[src/rtl/sram_port_ctrl_if.sv]
// ---------------------------------------------------------------------------
// sram_port_ctrl_if : bus-side write/read request and read response channels
// Revision: 1.0
// ---------------------------------------------------------------------------
`default_nettype none

interface sram_port_ctrl_if #(
  parameter int ADDR_WIDTH = 11,
  parameter int DATA_WIDTH = 32,
  parameter int NUM_WMASKS = 4
);
  logic                  wr_valid;
  logic                  wr_ready;
  logic [ADDR_WIDTH-1:0] wr_addr;
  logic [DATA_WIDTH-1:0] wr_data;
  logic [NUM_WMASKS-1:0] wr_be;
  logic                  rd_valid;
  logic                  rd_ready;
  logic [ADDR_WIDTH-1:0] rd_addr;
  logic                  rdata_valid;
  logic                  rdata_ready;
  logic [DATA_WIDTH-1:0] rdata;

  modport master (
    output wr_valid, wr_addr, wr_data, wr_be, rd_valid, rd_addr, rdata_ready,
    input  wr_ready, rd_ready, rdata_valid, rdata
  );

  modport slave (
    input  wr_valid, wr_addr, wr_data, wr_be, rd_valid, rd_addr, rdata_ready,
    output wr_ready, rd_ready, rdata_valid, rdata
  );
endinterface

`default_nettype wire

[src/rtl/sram_port_ctrl.sv]
// ---------------------------------------------------------------------------
// sram_port_ctrl : request/response front-end for a 1R1W byte-masked SRAM
// Revision: 1.0
// ---------------------------------------------------------------------------
`default_nettype none

module sram_port_ctrl #(
  parameter int ADDR_WIDTH = 11,
  parameter int DATA_WIDTH = 32,
  parameter int NUM_WMASKS = 4
) (
  input  wire                   clk,
  input  wire                   nrst,
  sram_port_ctrl_if.slave       bus,
  output logic                  sram_csb0,
  output logic [NUM_WMASKS-1:0] sram_wmask0,
  output logic [ADDR_WIDTH-1:0] sram_addr0,
  output logic [DATA_WIDTH-1:0] sram_din0,
  output logic                  sram_csb1,
  output logic [ADDR_WIDTH-1:0] sram_addr1,
  input  wire  [DATA_WIDTH-1:0] sram_dout1
);

  logic                  r_infl;
  logic [1:0]            r_count;
  logic [DATA_WIDTH-1:0] r_q0;
  logic [DATA_WIDTH-1:0] r_q1;

  logic                  w_wr_en;
  logic                  w_coll;
  logic                  w_pop;
  logic                  w_accept;
  logic [2:0]            w_occ;

  // Port 0 is a straight pass-through; an all-zero mask is a no-op.
  assign w_wr_en     = bus.wr_valid & (|bus.wr_be);
  assign bus.wr_ready = 1'b1;
  assign sram_csb0   = ~w_wr_en;
  assign sram_wmask0 = bus.wr_be;
  assign sram_addr0  = bus.wr_addr;
  assign sram_din0   = bus.wr_data;

  // Holding off a same-address read guarantees it sees the new write.
  assign w_coll   = w_wr_en & bus.rd_valid & (bus.wr_addr == bus.rd_addr);
  assign w_pop    = (r_count != 2'd0) & bus.rdata_ready;
  assign w_occ    = {1'b0, r_count} + {2'b00, r_infl} - {2'b00, w_pop};
  assign bus.rd_ready = ~w_coll & (w_occ < 3'd2);
  assign w_accept = bus.rd_valid & bus.rd_ready;

  assign sram_csb1  = ~w_accept;
  assign sram_addr1 = bus.rd_addr;

  assign bus.rdata_valid = (r_count != 2'd0);
  assign bus.rdata       = r_q0;

  // dout1 is only valid at the edge right after the access, so push on r_infl.
  always_ff @(posedge clk or negedge nrst) begin
    if (!nrst) begin
      r_infl  <= 1'b0;
      r_count <= 2'd0;
      r_q0    <= '0;
      r_q1    <= '0;
    end else begin
      r_infl <= w_accept;
      case ({r_infl, w_pop})
        2'b10: begin
          if (r_count == 2'd0) r_q0 <= sram_dout1;
          else                 r_q1 <= sram_dout1;
          r_count <= r_count + 2'd1;
        end
        2'b01: begin
          r_q0    <= r_q1;
          r_count <= r_count - 2'd1;
        end
        2'b11: begin
          if (r_count == 2'd2) begin
            r_q0 <= r_q1;
            r_q1 <= sram_dout1;
          end else begin
            r_q0 <= sram_dout1;
          end
        end
        default: begin
        end
      endcase
    end
  end

endmodule

`default_nettype wire

[src/flat_wrapper.sv]
// flat-port wrapper written by rule: the top's interface ports become plain ports
module sram_port_ctrl_flat 
#(
  parameter int ADDR_WIDTH = 11,
  parameter int DATA_WIDTH = 32,
  parameter int NUM_WMASKS = 4
)
  (clk, nrst, sram_csb0, sram_wmask0, sram_addr0, sram_din0, sram_csb1, sram_addr1, sram_dout1, bus_wr_valid, bus_wr_addr, bus_wr_data, bus_wr_be, bus_rd_valid, bus_rd_addr, bus_rdata_ready, bus_wr_ready, bus_rd_ready, bus_rdata_valid, bus_rdata);
  sram_port_ctrl_if #(.ADDR_WIDTH(ADDR_WIDTH), .DATA_WIDTH(DATA_WIDTH), .NUM_WMASKS(NUM_WMASKS)) bus_i ();
  input  wire clk;
  input  wire nrst;
  output logic sram_csb0;
  output logic [NUM_WMASKS-1:0] sram_wmask0;
  output logic [ADDR_WIDTH-1:0] sram_addr0;
  output logic [DATA_WIDTH-1:0] sram_din0;
  output logic sram_csb1;
  output logic [ADDR_WIDTH-1:0] sram_addr1;
  input  wire  [DATA_WIDTH-1:0] sram_dout1;
  input wire logic [$bits(bus_i.wr_valid)-1:0] bus_wr_valid;
  input wire logic [$bits(bus_i.wr_addr)-1:0] bus_wr_addr;
  input wire logic [$bits(bus_i.wr_data)-1:0] bus_wr_data;
  input wire logic [$bits(bus_i.wr_be)-1:0] bus_wr_be;
  input wire logic [$bits(bus_i.rd_valid)-1:0] bus_rd_valid;
  input wire logic [$bits(bus_i.rd_addr)-1:0] bus_rd_addr;
  input wire logic [$bits(bus_i.rdata_ready)-1:0] bus_rdata_ready;
  output wire logic [$bits(bus_i.wr_ready)-1:0] bus_wr_ready;
  output wire logic [$bits(bus_i.rd_ready)-1:0] bus_rd_ready;
  output wire logic [$bits(bus_i.rdata_valid)-1:0] bus_rdata_valid;
  output wire logic [$bits(bus_i.rdata)-1:0] bus_rdata;
  assign bus_i.wr_valid = bus_wr_valid;
  assign bus_i.wr_addr = bus_wr_addr;
  assign bus_i.wr_data = bus_wr_data;
  assign bus_i.wr_be = bus_wr_be;
  assign bus_i.rd_valid = bus_rd_valid;
  assign bus_i.rd_addr = bus_rd_addr;
  assign bus_i.rdata_ready = bus_rdata_ready;
  assign bus_wr_ready = bus_i.wr_ready;
  assign bus_rd_ready = bus_i.rd_ready;
  assign bus_rdata_valid = bus_i.rdata_valid;
  assign bus_rdata = bus_i.rdata;
  sram_port_ctrl #(.ADDR_WIDTH(ADDR_WIDTH), .DATA_WIDTH(DATA_WIDTH), .NUM_WMASKS(NUM_WMASKS)) u_core (.clk(clk), .nrst(nrst), .bus(bus_i), .sram_csb0(sram_csb0), .sram_wmask0(sram_wmask0), .sram_addr0(sram_addr0), .sram_din0(sram_din0), .sram_csb1(sram_csb1), .sram_addr1(sram_addr1), .sram_dout1(sram_dout1));
endmodule
[config.mk]
export PLATFORM = sky130hd
export DESIGN_NAME = sram_port_ctrl_flat
export DESIGN_NICKNAME = d
export VERILOG_FILES = /design/src/rtl/sram_port_ctrl_if.sv /design/src/rtl/sram_port_ctrl.sv /design/src/flat_wrapper.sv
export SDC_FILE = /design/constraint.sdc
export NUM_CORES = 1
export LEC_CHECK = 0
export ABC_AREA = 1
export ABC_CLOCK_PERIOD_IN_PS = 4200
export BUFFER_PORTS_ARGS = -buffer_cell sky130_fd_sc_hd__buf_2
export CAP_MARGIN = 20
export CORE_ASPECT_RATIO = 0.7
export CORE_UTILIZATION = 50
export CTS_CLUSTER_SIZE = 10
export DETAILED_ROUTE_END_ITERATION = 7
export PLACE_DENSITY = 0.86
export SYNTH_ARGS = -nofsm -noshare
export SYNTH_HDL_FRONTEND = slang
export SYNTH_SLANG_ARGS = --single-unit
[constraint.sdc]
create_clock -name clk -period 4.2 [get_ports clk]
set_input_delay 0.84 -clock clk [delete_from_list [all_inputs] [get_ports clk]]
set_output_delay 0.84 -clock clk [all_outputs]
set_load 0.005 [all_outputs]
==> results.md <==
* Pwr per Cell Area at 667 nW/um2
* Area Overhead vs Synth at 12.1%
* Number of synthesis warnings at 0
* Cts bufs inserted at 9
* Max Clock Skew at about 0.0083 ns
* Global-route wire length before repair at 13,100 um
* Worst vdd ir at approximately 430 uV
* Synthesized flop and latch total at 67
* Top cells by area, synth: dfrtp_1 44%, nand2_1 17%, buf_4 12%
* Worst EP arrival at ~2.7 ns
* Syn Std Cell Area at 3840 um2
* Slew of the pin with the lowest slew margin at 0.957 ns
* Routed Antenna Nets at 0
* Yosys cell types at 22
* Layout cells sized above 1 at between 20 and 30%
* Final Wtd Congestion at 0.788
* Initial Util at 52.2%
* # setup viols final at 0
* Hold_buf cts at 0
* Clk root buf: clkbuf_8
* Final worst path period share at ~84%
* CP max FO at 6
* Cell leakage power at ~2.5 nW
* Async S/R FF share, synth at 100%
* Top cells by count, synth: 171 x nand2_1, 92 x inv_1, 67 x dfrtp_1
* Finished Core Util at 58.6%
* 1st-pass router iterations at 5
* Required time of the critical path at 3.36 ns
* Reg2reg end: u_core.bus.rdata[30]
* Placeable Area at 7350 um2
* Reg2Reg Depth at 11
* TNS Setup at 0 ns
* Post-route DRC at 0
* Share of the synthesized area in the top cell type at 43.6%
* Max clock buf depth at 2
* Hold Path Class: register to register
* Critical Path Start Type: register
* Most common cell in the synthesized netlist: nand2_1
* Slew margin rel. at 36.2%
* Hold EP: u_core.bus.rdata[0]
* Commonest register cell after synthesis: dfrtp_1
* Die area at 8040 um2
* Die Y at 75.3 um
* Worst hold path cell count at 2
* Minimum clock period at about 3.5 ns
* Worst reg2reg path startpoint: u_core.r_count[1]
* Nets at 667
* Max Cap Viol at 0
* Final antenna diode count at 0
* Clock sink count at 67
* Initial antenna violation count at 0
* Final Slew Violations at 0
* Die width at 107 um
* Average vias per placed instance at 4.76
* Mapped Avg Cell Area at roughly 7.6 um2
* Final Hold Vio Count at 0
* CTS tree: built
* Post-CTS sizing at 0
* Port bufs at 124
* Num ports at 190
* DRT iter0 DRCs at about 170
* Post-DP HPWL at approximately 5600 um
* Crit. End Element: primary output
* Setup bufs post-CTS at 0
* R2r setup slk at 1.57 ns
* Worst-path clk slew at roughly 0.080 ns
* Worst setup path startpoint: u_core.r_count[1]
* Largest net degree at the start of global routing at 44
* Synth area leader: dfrtp_1
* Grt total ovfl at 0
* Fmax at 0.282 GHz
* Net count after synthesis at 605
* RSZ-0062 raised after global routing: false
* CTS H-tree lvls at 3
* Critical setup path kind: register to primary output
* Total detailed-routing wirelength at 7890 um
* Status: complete, no violations
* Row count at 26
* Synth Instances at 505
* Vias at roughly 3,200
* Seq/Total Area, Yosys at 43.6%
* DR WL/cell at 11.8 um
* EDFF count, synth at 0
* Hold path startpoint: u_core.bus.rdata[0]
* Total track usage at ~21%
* Number of global-route vias before repair at approximately 3,000
* Clock latency on the worst-skew pair at 0.33 ns
metrics by stage:
step           power (mW)  area [um2]  setup slack [ns]  hold slack [ns]  std cells
4_1_cts              2.90        4310             0.649            0.482        670
5_1_grt              3.12        4310             0.475            0.501        670
2_1_floorplan        1.92        3840              1.14            0.472        505
6_report             2.87        4310             0.659            0.478        670
3_5_place_dp         2.27        4070             0.809            0.462        654
3_3_place_gp         2.21        4070             0.860            0.457        654
routing by layer:
metal  routed length, um  GRT usage (%)
met5                   0              0
met4                  12           5.18
met3                 499           6.16
met2                3740           36.8
met1                3640           25.4
cell families after synthesis:
logic type / synth area share (%)
AOI/OAI and AO/OA: 11.5
xor gates and xnor gates: 0.456
adders and majority gates: 1.82
buffers and inverters: 23.9
DFF: 43.6
other: 0.0976
and+or+nand+nor: 18.6
state kept, by name (all words and copies together) (netlist names):
| signal | count |
|---|---|
| u_core.r_q1 | 32 |
| u_core.bus.rdata | 32 |
| u_core.r_count | 2 |
| u_core.r_infl | 1 |
worst max-delay path: stages (launching register included):
cell and delay, ns:
dfrtp_1 0.47, nor2_1 0.20, inv_2 0.07, nand2_1 0.10, inv_1 0.08, ha_1 0.32, inv_1 0.07, nand2_1 0.06
fa_1 0.49, o21ai_0 0.08, a21oi_1 0.17, nand2_1 0.10, inv_1 0.06, buf_2 0.10
layout by cell type, fill, tap and decap left out, types with 2 or more instances in the layout:
master      Yosys  layout
dfrtp_1        67      67
xnor2_1         2       2
ha_1            4       4
inv_2           2       2
nor2_1         13      13
buf_4          60       4
o21ai_1        14      13
inv_1          92      92
clkinvlp_4      0       2
bufinv_16       0       2
a21oi_1         2       2
clkbuf_8        0      11
buf_2          14     124
o22ai_2         5       5
nand2_1       171     171
o21ai_0        21      21
o22ai_1        27      27
cell type report:
| type | instances | area [um2] |
|---|---|---|
| Clock buffer | 11 | 151 |
| Clock inverter | 5 | 83.8 |
| Fill cell | 689 | 3040 |
| Inverter | 94 | 353 |
| Multi-Input combinational cell | 266 | 1250 |
| Sequential cell | 67 | 1680 |
| Tap cell | 98 | 123 |
| Timing Repair Buffer | 129 | 671 |
how the worst max path moves through the flow:
stage | to | depth (start not counted) | slack (ns)
finish | bus_rd_ready | 13 | 0.66
global route | bus_rd_ready | 13 | 0.48
CTS | bus_rd_ready | 13 | 0.65
detailed placement | bus_rd_ready | 12 | 0.81
global placement | bus_rd_ready | 12 | 0.86
floorplan | bus_rd_ready | 10 | 1.14
power breakdown:
group / total (mW) / leakage [nW] / internal, mW / switching [mW]
clock: 0.616 / 0.112 / 0.369 / 0.247
sequential: 1.09 / 0.825 / 0.960 / 0.135
combinational: 1.16 / 1.60 / 0.472 / 0.690
Power figures use the tool's default switching activity.
